## config.mk

```make
export PLATFORM = sky130hd
export DESIGN_NAME = serial_adder
export DESIGN_NICKNAME = d
export VERILOG_FILES = /design/src/rtl/serial_adder.sv
export SDC_FILE = /design/constraint.sdc
export NUM_CORES = 1
export LEC_CHECK = 0
export BUFFER_PORTS_ARGS = -buffer_cell sky130_fd_sc_hd__buf_4
export CAP_MARGIN = 20
export CORE_MARGIN = 2
export CORE_UTILIZATION = 62
export CTS_BUF_LIST = sky130_fd_sc_hd__clkbuf_8
export DETAILED_ROUTE_END_ITERATION = 7
export PLACE_DENSITY = 0.95
export SKIP_LAST_GASP = 1
export SLEW_MARGIN = 40
export SYNTH_ARGS = -nofsm -noshare
export SYNTH_HDL_FRONTEND = slang
export SYNTH_SLANG_ARGS = --single-unit
export TNS_END_PERCENT = 10
```

## constraint.sdc

```tcl
create_clock -name clk -period 2.39 [get_ports clk]
set_input_delay 0.239 -clock clk [delete_from_list [all_inputs] [get_ports clk]]
set_output_delay 0.239 -clock clk [all_outputs]
set_load 0.03 [all_outputs]
```

## src/rtl/serial_adder.sv

```systemverilog
// ============================================================================
// serial_adder
// ----------------------------------------------------------------------------
// Bit-serial WIDTH-bit adder. Two operands are captured on an accepted
// `start` and fed LSB-first through a single full-adder cell. A carry
// flip-flop carries the ripple from one bit to the next. Result bits are
// assembled MSB-inserted in a shift register, so after WIDTH cycles the
// register holds the sum in natural bit order. Completion is flagged with
// a one-cycle `done` pulse.
//
// Parameters:
//   WIDTH  operand/result width in bits (1..32), default 8
//
// Ports:
//   clk    in   1      system clock, rising edge
//   rst    in   1      synchronous reset, active-high, highest priority
//   start  in   1      request a new operation (accepted in IDLE or DONE)
//   sub    in   1      (only with SERIAL_ADDER_SUB_EN) 1 = compute a-b
//   a      in   WIDTH  operand A, sampled on accepted start
//   b      in   WIDTH  operand B, sampled on accepted start
//   busy   out  1      high while bits are being processed (SHIFT)
//   done   out  1      one-cycle pulse, sum/cout valid from this cycle on
//   sum    out  WIDTH  registered result, held until the next completion
//   cout   out  1      registered final carry (subtract: 1 = no borrow)
//
// Build option:
//   SERIAL_ADDER_SUB_EN  adds the `sub` port. Subtraction loads ~b into the
//                        B shift register and seeds the carry with 1, which
//                        is a + ~b + 1 = a - b in two's complement.
// ============================================================================
module serial_adder #(
    parameter int WIDTH = 8
) (
    input  logic             clk,
    input  logic             rst,
    input  logic             start,
`ifdef SERIAL_ADDER_SUB_EN
    input  logic             sub,
`endif
    input  logic [WIDTH-1:0] a,
    input  logic [WIDTH-1:0] b,
    output logic             busy,
    output logic             done,
    output logic [WIDTH-1:0] sum,
    output logic             cout
);

    // Counter is at least one bit wide so WIDTH=1 still has a legal vector.
    localparam int CNT_W = (WIDTH > 1) ? $clog2(WIDTH) : 1;
    localparam logic [CNT_W-1:0] LAST_CNT = CNT_W'(WIDTH - 1);

    typedef enum logic [1:0] {
        IDLE  = 2'd0,
        SHIFT = 2'd1,
        DONE  = 2'd2
    } state_t;

    // ------------------------------------------------------------------
    // Full-adder cell helpers: sum is the 3-input parity, carry is the
    // generate term OR the propagated incoming carry.
    // ------------------------------------------------------------------
    function automatic logic fa_sum(input logic x, input logic y, input logic c);
        fa_sum = x ^ y ^ c;
    endfunction

    function automatic logic fa_carry(input logic x, input logic y, input logic c);
        fa_carry = (x & y) | (c & (x ^ y));
    endfunction

    state_t           state_r;
    state_t           state_nxt_s;
    logic [WIDTH-1:0] a_sr_r;
    logic [WIDTH-1:0] b_sr_r;
    logic [WIDTH-1:0] res_r;
    logic [WIDTH-1:0] res_shift_s;
    logic [CNT_W-1:0] cnt_r;
    logic             carry_r;
    logic             bit_s;
    logic             carry_nxt_s;
    logic             accept_s;
    logic             last_s;
    logic [WIDTH-1:0] b_load_s;
    logic             carry_init_s;
    logic             busy_r;
    logic             done_r;
    logic             busy_nxt_s;
    logic             done_nxt_s;
    logic [WIDTH-1:0] sum_r;
    logic             cout_r;

    // Per-bit arithmetic on the current LSBs of the operand shift registers.
    always_comb begin
        bit_s       = fa_sum(a_sr_r[0], b_sr_r[0], carry_r);
        carry_nxt_s = fa_carry(a_sr_r[0], b_sr_r[0], carry_r);
    end

    // New result bit enters at the MSB; WIDTH=1 has no older bits to keep.
    generate
        if (WIDTH == 1) begin : g_res_w1
            assign res_shift_s = bit_s;
        end else begin : g_res_wn
            assign res_shift_s = {bit_s, res_r[WIDTH-1:1]};
        end
    endgenerate

    // Operand-load values: plain add, or a + ~b + 1 when subtracting.
    always_comb begin
        b_load_s     = b;
        carry_init_s = 1'b0;
`ifdef SERIAL_ADDER_SUB_EN
        if (sub) begin
            b_load_s     = ~b;
            carry_init_s = 1'b1;
        end else begin
            b_load_s     = b;
            carry_init_s = 1'b0;
        end
`endif
    end

    // Request acceptance and last-bit detection decoded from current state.
    always_comb begin
        accept_s = 1'b0;
        last_s   = 1'b0;
        case (state_r)
            IDLE:    accept_s = start;
            DONE:    accept_s = start;
            SHIFT:   last_s   = (cnt_r == LAST_CNT);
            default: begin
                accept_s = 1'b0;
                last_s   = 1'b0;
            end
        endcase
    end

    // FSM state register.
    always_ff @(posedge clk) begin
        if (rst) begin
            state_r <= IDLE;
        end else begin
            state_r <= state_nxt_s;
        end
    end

    // FSM next-state logic; a request in DONE is taken exactly as in IDLE.
    always_comb begin
        state_nxt_s = state_r;
        case (state_r)
            IDLE: begin
                if (accept_s) begin
                    state_nxt_s = SHIFT;
                end else begin
                    state_nxt_s = IDLE;
                end
            end
            SHIFT: begin
                if (last_s) begin
                    state_nxt_s = DONE;
                end else begin
                    state_nxt_s = SHIFT;
                end
            end
            DONE: begin
                if (accept_s) begin
                    state_nxt_s = SHIFT;
                end else begin
                    state_nxt_s = IDLE;
                end
            end
            default: state_nxt_s = IDLE;
        endcase
    end

    // FSM output decode from the next state so busy/done can be registered
    // and still line up with the state they describe.
    always_comb begin
        busy_nxt_s = 1'b0;
        done_nxt_s = 1'b0;
        case (state_nxt_s)
            IDLE:    begin busy_nxt_s = 1'b0; done_nxt_s = 1'b0; end
            SHIFT:   begin busy_nxt_s = 1'b1; done_nxt_s = 1'b0; end
            DONE:    begin busy_nxt_s = 1'b0; done_nxt_s = 1'b1; end
            default: begin busy_nxt_s = 1'b0; done_nxt_s = 1'b0; end
        endcase
    end

    // Registered status outputs.
    always_ff @(posedge clk) begin
        if (rst) begin
            busy_r <= 1'b0;
            done_r <= 1'b0;
        end else begin
            busy_r <= busy_nxt_s;
            done_r <= done_nxt_s;
        end
    end

    // Datapath: operand capture, bit-serial shifting, result commit.
    always_ff @(posedge clk) begin
        if (rst) begin
            a_sr_r  <= '0;
            b_sr_r  <= '0;
            res_r   <= '0;
            cnt_r   <= '0;
            carry_r <= 1'b0;
            sum_r   <= '0;
            cout_r  <= 1'b0;
        end else begin
            case (state_r)
                IDLE, DONE: begin
                    if (accept_s) begin
                        a_sr_r  <= a;
                        b_sr_r  <= b_load_s;
                        res_r   <= '0;
                        cnt_r   <= '0;
                        carry_r <= carry_init_s;
                    end else begin
                        a_sr_r  <= a_sr_r;
                        b_sr_r  <= b_sr_r;
                    end
                end
                SHIFT: begin
                    a_sr_r  <= a_sr_r >> 1'b1;
                    b_sr_r  <= b_sr_r >> 1'b1;
                    res_r   <= res_shift_s;
                    carry_r <= carry_nxt_s;
                    cnt_r   <= cnt_r + CNT_W'(1);
                    // sum/cout only move on the edge that enters DONE.
                    if (last_s) begin
                        sum_r  <= res_shift_s;
                        cout_r <= carry_nxt_s;
                    end else begin
                        sum_r  <= sum_r;
                        cout_r <= cout_r;
                    end
                end
                default: begin
                    a_sr_r  <= '0;
                    b_sr_r  <= '0;
                    carry_r <= 1'b0;
                    cnt_r   <= '0;
                end
            endcase
        end
    end

    assign busy = busy_r;
    assign done = done_r;
    assign sum  = sum_r;
    assign cout = cout_r;

endmodule

```

== Yosys cells after proc, flatten, opt, wreduce, memory -nomap -nowiden ==
Index checks and enable logic that the tools add are counted.

* Reductions and logical operators: 5
* Add/subtract/negate cells: 1
* Multiplexer cells: 17
* Bitwise gates (word level): 5
* Equality and inequality tests: 6

{| class="wikitable"
|+ Operator list
! kind !! count
|-
| 8-bit case mux with 2 select lines || 3
|-
| 8-bit two-way mux || 3
|-
| 1-bit two-way mux || 6
|-
| 3-bit case mux with 2 select lines || 1
|-
| 2-bit by 1-bit equality test with 1-bit output (second input constant) || 2
|-
| 2-bit equality test (second input constant) || 2
|-
| 2-bit case mux with 2 select lines || 1
|-
| 2-bit AND reduction || 2
|-
| 3-bit by 1-bit adder with 3-bit output (second input constant) || 1
|-
| 3-bit equality test (second input constant) || 1
|-
| 3-bit two-way mux || 1
|-
| 1-bit AND || 2
|-
| 2-bit logical NOT || 1
|-
| 2-bit two-way mux || 1
|-
| 2-bit by 1-bit != test with 1-bit output (second input constant) || 1
|-
| 1-bit case mux with 2 select lines || 1
|-
| 2-bit nonzero test || 1
|-
| 2-bit OR reduction || 1
|-
| 1-bit bitwise XOR || 2
|-
| 1-bit OR || 1
|}

* Word-level logic and storage cells: 44
* Bits in registers: 41

== Longest topological paths before layout ==
Gate-level depths: netlist (run 1).

* Depth in word-level cells: 7
* Depth in mapped cells: 6
* Gate-level depth less buffers: 5

== Worst setup path after synthesis (run 1) ==
No wires, ideal clock.

* Path kind: flip-flop to flip-flop
* Start: register cnt_r[0]
* End: register sum_r[0], in the netlist sum[0]
* Path buffers: 1
* Arrival: 1,104 ps
* Cell stages (with the launch flop): 7
* Slack: 1,152 ps
* Setup time: 134 ps
* Cells stage by stage: dfxtp_1 > ha_1 > ha_1 > and3b_1 > buf_2 > nand2_1 > a21oi_1

* Cells in the longest elaborated chain, start to end: 3

{| class="wikitable"
|+ RTL lines
! element !! line !! text
|-
| start, declared || 76 || <nowiki>logic [CNT_W-1:0] cnt_r;</nowiki>
|-
| start signal, assigned || 227 || <nowiki>cnt_r <= cnt_r + CNT_W'(1);</nowiki>
|-
| 3-bit equality test || 128 || <nowiki>SHIFT: last_s = (cnt_r == LAST_CNT);</nowiki>
|-
| 1-bit two-way mux || 125 || <nowiki>case (state_r)</nowiki>
|-
| 2-bit AND reduction (no line) || - ||
|-
| end signal, assigned || 230 || <nowiki>sum_r <= res_shift_s;</nowiki>
|-
| end signal, assigned || 233 || <nowiki>sum_r <= sum_r;</nowiki>
|-
| end, declared || 88 || <nowiki>logic [WIDTH-1:0] sum_r;</nowiki>
|}

No other way between the ends.
A chain may end at the register's enable or synchronous reset.

== Worst setup path in the final report (run 1) ==
* Start: register cnt_r[0]
* End: register cout_r, in the netlist cout

* Cells in the longest elaborated chain, start to end: 3

{| class="wikitable"
|+ RTL lines
! element !! line !! text
|-
| 3-bit equality test || 128 ||
|-
| 1-bit two-way mux || 125 ||
|-
| 2-bit AND reduction (no line) || - ||
|-
| end signal, assigned || 231 || <nowiki>cout_r <= carry_nxt_s;</nowiki>
|-
| end signal, assigned || 234 || <nowiki>cout_r <= cout_r;</nowiki>
|-
| end, declared || 89 || <nowiki>logic cout_r;</nowiki>
|}

No other way between the ends.

==> results of run 1 <==
==> path summary, 6_finish.rpt <==
path	startpoint	end	slack (ns)	cells past startpoint
max reg2reg	cnt_r[0]	cout	0.90	5
min	b[7]	b_sr_r[7]	0.24	3
max	cnt_r[0]	cout	0.90	5
min reg2reg	sum[7]	sum[7]	0.46	2
==> worst min-delay path: stages <==
cell	delay, ns
buf_4	0.08
mux2i_1	0.05
nor3_1	0.11
==> power by group through the flow <==
stage          logic [W]  clock network, W  registers (W)
2_1_floorplan   0.000126                 0       0.000722
4_1_cts         0.000158          0.000437       0.000712
3_5_place_dp    0.000157                 0       0.000728
5_1_grt         0.000172          0.000455       0.000716
6_report        0.000159          0.000435       0.000712
3_3_place_gp    0.000147                 0       0.000726
==> metrics by stage <==
step / std cells / hold WS (ns)
floorplan: 183 / 0.432
global placement: 230 / 0.445
detailed placement: 230 / 0.451
CTS: 237 / 0.230
global route: 237 / 0.288
finish: 237 / 0.238
==> cells by family (layout without fill, tap and decap cells) <==
group	count (synthesis)	count (layout)	synth area share, %
adder cells (fa/ha/maj)	3	3	2.48
buffers and inverters	16	39	6.42
AO/OA/AOI/OAI	48	48	24.4
flip-flops	40	40	44.2
AND/OR/NAND/NOR	72	72	20.3
multiplexers	4	4	2.21
==> placed cells by master (no fill, tap or decap), drive strengths merged, types with 5 or more instances in the layout <==
cell    instances
a211oi         28
a21oi          12
and2b           8
buf            30
clkbuf          5
dfxtp          40
nand2          33
nand2b          6
nor2           10
nor2b           7
o22ai           5
==> registers in the layout, summed over array words and instances, names as in the netlist <==
signal / flops
cout: 1
done: 1
cnt_r: 3
busy: 1
sum: 8
a_sr_r: 8
carry_r: 1
state_r: 2
b_sr_r: 8
res_r: 7
==> metal layers <==
layer	track usage [%]	vias up
met1	26.5	650
met5	0	-
met2	39.9	29
li1	-	680
met4	14.0	0
met3	6.70	11
==> final cells by class <==
type	instances	area [um^2]	area share, %
Clock buffer	5	68.8	3.36
Clock inverter	2	12.5	0.610
Inverter	2	7.51	0.366
Multi-Input combinational cell	127	896	43.7
Sequential cell	40	802	39.1
Tap cell	31	38.8	1.89
Timing Repair Buffer	30	225	11.0
==> flow_summary.toml, run 1 <==
[outcome]
status = "finished clean"

[worst_hold_path]
hp-class = "in2reg"

[floorplan]
row_count = 19
start_util_pct = 65.7
die_y_um = 58.1
core_area_um2 = 2760
dieWidth_um = 58.1
io-pin-count = 30
die_area_um2 = 3370

[sta]
min_period_over_period_pct = 62.3
slew_headroom_pct = 66.2
rsz0062_at_grt = "no"
hold_violations = 0
worst_slack_ns = 0.901
fmax_mhz = 672
finalSetupViolations = 0
fin_tns_setup_ns = 0
finalClockSkew_ns = 0.00824
slew_violations = 0
tightest_slew_ns = 0.506
period_minus_slack_ns = 1.49

[global_route]
grt_pass1_vias = 1386
antenna_found_initial = 0
grt_pass1_wl_um = 5960
overflow = 0
grt_start_max_net_pins = 42
grt.total_usage_pct = 23.7

[worst_setup_path]
cp.arrival_ns = 1.71
critPathMaxStageDelay_ns = 0.33
path_delay_family = "simple AND/OR/NAND/NOR gates"
critPathLaunchType = "register"
end_kind = "register"
slowest_stage = "dfxtp_1"
worstSetupPathType = "reg2reg"
path_buf_inv = 0
critPathMostFrequentCell = "ha_1"
cp_cell_sequence = "ha_1, ha_1, nand3b_1, nand2_1, a21oi_1"
cp_max_fo = 11
crit_required_ns = 2.61

[logic_synthesis]
synth_area_leader_cell = "dfxtp_1"
synthArstFlopShare_pct = 0
ys.flop_type = "dfxtp_1"
synth_top_area_share_pct = 44.2
synth.most_common_cell = "dfxtp_1"
syn_nets = 205
ys_warn_count = 0
synth_seq_area_share_pct = 44.2
ys_top_cells_by_area = "dfxtp_1 (44%), a211oi_2 (15%), nand2_1 (6.8%)"
syn_avg_cell_area_um2 = 9.91
syn_area_um2 = 1810
yosys_register_bits = 40
synthTopCellsByCount = "dfxtp_1 (40), nand2_1 (33), a211oi_2 (22)"
synth-edff-count = 0
synth_cell_types = 27
synthCells = 183

[route]
highest_layer = "met4"
vias = 1370
drtPass1Iterations = 4
met2WireLength_um = 1780
wirelength_met1_um = 1530
wl_per_cell_um = 14.9
drc = 0
ant_nets = 0
first_iter_violations = 47
routed-wl-met3_um = 124
wirelength_um = 3530
via_per_inst = 5.78

[power]
p_leak_nw = 0.780
p_total_w = 0.00131
pwr-share-comb_pct = 12.2
p_sw_w = 0.000340
pwr_density_cell_nw_per_um2 = 637
seqPwrFrac_pct = 54.5
intPower_w = 0.000965
clkPwrFrac_pct = 33.3
p_sw_share_pct = 26.0
peakVddDrop_uv = 632

[placed_design]
dp_slack_ns = 0.945
routabilityCongestion = 0.756
io_buffers = 29
placed_area_um2 = 1970
hpwl_um = 2410

[finish]
syn2layout_area_growth_pct = 13.1
nets = 228
drive_gt1_share_pct = 33.0
finalInstanceArea_um2 = 2050
fillers = 193
antenna_cells = 0
final_core_util_pct = 74.4

[cts]
cts_max_path_buffers = 2
cts_sinks = 40
cts_resized = 0
cts_max_level = 2
clock-root-buffer = "clkbuf_8"
postCtsSetupBuffers = 0
numCtsBuffers = 5
cts_tree = "yes"
clk_latency_ns = 0.30
clk_pin_slew_ns = 0.08
ctsHoldBuffers = 0

[flow_run]
max-cap-violations = 0
Note: power is estimated with default switching activity, not from simulation.
==> run 2: changes to the inputs <==
--- a/config.mk
+++ b/config.mk
@@ -8,10 +8,10 @@
 export BUFFER_PORTS_ARGS = -buffer_cell sky130_fd_sc_hd__buf_4
 export CAP_MARGIN = 20
 export CORE_MARGIN = 2
-export CORE_UTILIZATION = 62
+export CORE_UTILIZATION = 58
 export CTS_BUF_LIST = sky130_fd_sc_hd__clkbuf_8
 export DETAILED_ROUTE_END_ITERATION = 7
-export PLACE_DENSITY = 0.95
+export PLACE_DENSITY = 0.9
 export SKIP_LAST_GASP = 1
 export SLEW_MARGIN = 40
 export SYNTH_ARGS = -nofsm -noshare
==> constraint.sdc (replaced) <==
create_clock -name clk -period 1.4 [get_ports clk]
set_input_delay 0.14 -clock clk [delete_from_list [all_inputs] [get_ports clk]]
set_output_delay 0.14 -clock clk [all_outputs]
set_load 0.03 [all_outputs]
==> flow_summary.toml, run 2 (same netlist as run 1, synthesis figures left out) <==
[worst_setup_path]
critPathMaxStageDelay_ns = 0.33
critPathLaunchType = "register"
regToRegSetupSlack_ns = 0.12
crit_required_ns = 1.62
path_buf_inv = 1
ff2ff_path_depth = 6
path_delay_family = "adder cells"
cp_max_fo = 11
r2r_start = "cnt_r[0]"
slowest_stage = "dfxtp_1"
worstReg2RegEnd = "sum[0]"
cp_cell_sequence = "ha_1, ha_1, nand3b_1, buf_4, nand2_1, a21oi_1"
end_kind = "register"
cp.arrival_ns = 1.49
worstSetupPathType = "reg2reg"
critPathMostFrequentCell = "ha_1"

[worst_hold_path]
hp-class = "in2reg"
worstHoldStart = "a[7]"
holdPathStages = 3
holdPathEnd = "a_sr_r[7]"

[sta]
tightest_slew_ns = 0.387
fmax_mhz = 783
finalSetupViolations = 0
finalClockSkew_ns = 0.00591
period_minus_slack_ns = 1.28
min_period_over_period_pct = 91.2
rsz0062_at_grt = "no"
worst_slack_ns = 0.124
slew_headroom_pct = 74.2
hold_violations = 0
slew_violations = 0
fin_tns_setup_ns = 0

[floorplan]
dieWidth_um = 59.9
start_util_pct = 60.4
die_area_um2 = 3590
row_count = 20
io-pin-count = 30
core_area_um2 = 3000
die_y_um = 59.9

[finish]
antenna_cells = 0
drive_gt1_share_pct = 34.7
final_cell_mix = "dfxtp_1 (39), buf_4 (36), nand2_1 (33)"
fillers = 223
mostFrequentLayoutCell = "dfxtp_1"
syn2layout_area_growth_pct = 16.3
nets = 234

[route]
wirelength_um = 3280
via_per_inst = 5.57
ant_nets = 0
first_iter_violations = 17
drc = 0
wl_per_cell_um = 13.3
drtPass1Iterations = 4
vias = 1371

[cts]
ctsHoldBuffers = 0
clk_pin_slew_ns = 0.07
numCtsBuffers = 5
cts_max_level = 2
cts_tree = "yes"
cts_sinks = 40
clock-root-buffer = "clkbuf_8"
cts_max_path_buffers = 2
clk_latency_ns = 0.29

[power]
p_leak_nw = 0.820
pwr_density_cell_nw_per_um2 = 1060
peakVddDrop_uv = 860

[flow_run]
max-cap-violations = 0

[global_route]
antenna_found_initial = 0
grt_start_max_net_pins = 36
grt_pass1_vias = 1240
grt.total_usage_pct = 21.3
grt_pass1_wl_um = 5570
overflow = 0

[placed_design]
routabilityCongestion = 0.821
dp_slack_ns = 0.0370
io_buffers = 29
hpwl_um = 2250

[outcome]
status = "finished clean"
==> run 2: power by group <==
| group | switching, W | internal (W) |
|---|---|---|
| combinational | 0.000141 | 0.000133 |
| clock | 0.000370 | 0.000387 |
| sequential | 0.0000305 | 0.00118 |
| total | 0.000541 | 0.00170 |
==> run 2: tightest hold or removal path, cell delays in order <==
cell	delay, ns
buf_4	0.08
mux2i_1	0.06
nor3_1	0.11
==> run 2: how the worst max path moves through the flow <==
stage               startpoint  cells after the start  endpoint
floorplan             cnt_r[0]                      6    sum[0]
CTS                   cnt_r[0]                      5      cout
global route          cnt_r[0]                      5    sum[0]
finish                cnt_r[0]                      6    sum[0]
detailed placement    cnt_r[0]                      5      cout
global placement      cnt_r[0]                      5    sum[7]
==> run 2: metrics by stage <==
stage	total power (W)	cell area, um^2	hold slack (ns)	std cells	utilization (%)
finish	0.00225	2110	0.148	246	70.2
global route	0.00234	2110	0.162	246	70.2
CTS	0.00226	2100	0.147	245	69.9
detailed placement	0.00151	2010	0.448	237	66.9
global placement	0.00151	2010	0.429	237	66.9
floorplan	0.00145	1810	0.335	183	-
==> run 2: what timing repair did <==
action                     CTS  global route
setup endpoints to repair    0             9
resized for setup            0             1
buffers inserted             0             1
==> run 2: final cells by class <==
class	instances	area (um^2)	share of cell area (%)
tap	33	41.3	1.96
clock inverter	2	7.51	0.356
inverter	2	7.51	0.356
clock buffer	6	82.6	3.92
timing repair buffer	36	270	12.8
sequential	40	802	38.0
multi-input combinational	127	897	42.6
==> run 2: layer usage <==
metal / routed length (um) / up-vias / part of all wire [%] / global-route usage (%)
met5: 0 / - / 0 / 0
met4: 60 / 0 / 1.8 / 9.52
met3: 116 / 8 / 3.5 / 6.49
met2: 1530 / 18 / 47 / 31.5
met1: 1580 / 648 / 48 / 28.4
li1: - / 697 / - / -
==> run 3: changes to the inputs <==
==> constraint.sdc (replaced) <==
create_clock -name clk -period 1.4 [get_ports clk]
set_input_delay 0.21 -clock clk [delete_from_list [all_inputs] [get_ports clk]]
set_output_delay 0.21 -clock clk [all_outputs]
set_load 0.03 [all_outputs]
==> flow_summary.toml, run 3 (same netlist as run 1, synthesis figures left out) <==
[outcome]
status = "finished clean"

[worst_setup_path]
crit_required_ns = 1.62
path_delay_family = "adder cells"
cp.arrival_ns = 1.55
cp_cell_sequence = "ha_1, ha_1, nand3b_1, buf_4, nand2_1, a21oi_1"
critPathMostFrequentCell = "ha_1"
end_kind = "register"
cp_max_fo = 9
critPathLaunchType = "register"
slowest_stage = "dfxtp_1"
path_buf_inv = 1
worstSetupPathType = "reg2reg"
critPathMaxStageDelay_ns = 0.33

[finish]
drive_gt1_share_pct = 35.7
antenna_cells = 0
final_cell_mix = "dfxtp_1 (39), buf_4 (35), nand2_1 (33)"
nets = 234
syn2layout_area_growth_pct = 18.7
final_core_util_pct = 71.7
mostFrequentLayoutCell = "dfxtp_1"

[floorplan]
start_util_pct = 60.4
die_area_um2 = 3590
dieWidth_um = 59.9
io-pin-count = 30
row_count = 20
core_area_um2 = 3000
die_y_um = 59.9

[sta]
period_minus_slack_ns = 1.32
slew_violations = 0
fmax_mhz = 757
finalSetupViolations = 0
finalClockSkew_ns = 0.00753
tightest_slew_ns = 0.324
slew_headroom_pct = 78.4
hold_violations = 0
rsz0062_at_grt = "yes"
min_period_over_period_pct = 94.4

[cts]
clock-root-buffer = "clkbuf_8"
numCtsBuffers = 5
cts_tree = "yes"
ctsHoldBuffers = 0
cts_sinks = 40
clk_latency_ns = 0.29
cts_max_path_buffers = 2
cts_max_level = 2
clk_pin_slew_ns = 0.08

[route]
wirelength_um = 3130
ant_nets = 0
drtPass1Iterations = 4
drc = 0
first_iter_violations = 37
via_per_inst = 5.35
vias = 1317
wl_per_cell_um = 12.7

[global_route]
overflow = 0
grt.total_usage_pct = 19.5
grt_pass1_vias = 1215
antenna_found_initial = 0
grt_start_max_net_pins = 33
grt_pass1_wl_um = 5240

[power]
peakVddDrop_uv = 823
p_leak_nw = 0.835
pwr_density_cell_nw_per_um2 = 1140
p_total_w = 0.00246

[worst_hold_path]
hp-class = "in2reg"

[flow_run]
max-cap-violations = 0

[placed_design]
routabilityCongestion = 0.783
io_buffers = 29
hpwl_um = 2190
-- run 3: changes by cell type in the layout (fill, tap and decap cells not counted), sizes merged --
cell	previous run	this run
bufinv	0	1
inv	4	2
clkinv	0	1
-- run 3: stage by stage --
stage	hold WS, ns	instance area [um^2]	setup TNS, ns	setup WS (ns)	cells
finish	0.210	2150	0	0.0782	246
global route	0.222	2150	-0.0622	-0.0301	246
CTS	0.209	2140	0	0.0326	245
detailed placement	0.451	2020	0	0.0594	237
global placement	0.445	2020	0	0.112	237
floorplan	0.405	1810	0	0.162	183
-- run 3: where the power goes --
part	internal (W)	switching [W]
Sequential	0.00118	0.0000285
Combinational	0.000135	0.000140
Clock	0.000583	0.000392
Total	0.00190	0.000561
-- run 3: layout make-up --
cell class	instances	area (um^2)
Clock inverter	2	38.8
Timing Repair Buffer	36	283
Inverter	2	7.51
Multi-Input combinational cell	127	897
Fill cell	223	851
Clock buffer	6	82.6
Sequential cell	40	802
Tap cell	33	41.3
-- run 3: routing by layer --
metal,wire (um),global-route usage [%],up-vias
met3,119,4.76,2
met1,1500,26.1,596
li1,-,-,697
met4,19,7.30,0
met2,1490,30.3,22
met5,0,0,-
-- run 3: timing repair --
action                                  CTS  global route
gates resized for setup                   0             1
endpoints found under the setup margin    0             9
buffers inserted                          0             1
-- run 3: final timing paths --
kind / to / from / depth (start not counted) / slack, ns
worst min-delay path: b_sr_r[7] / b[7] / 3 / 0.21
worst max-delay path: sum[2] / cnt_r[0] / 6 / 0.08
worst min register to register: sum[7] / sum[7] / 2 / 0.46
worst max register to register: sum[2] / cnt_r[0] / 6 / 0.08
-- run 3: worst reg2reg max path, stage by stage, from the launching register on --
cell and delay [ns]:
dfxtp_1 0.33, ha_1 0.20, ha_1 0.20, nand3b_1 0.15
buf_4 0.18, nand2_1 0.06, a21oi_1 0.13
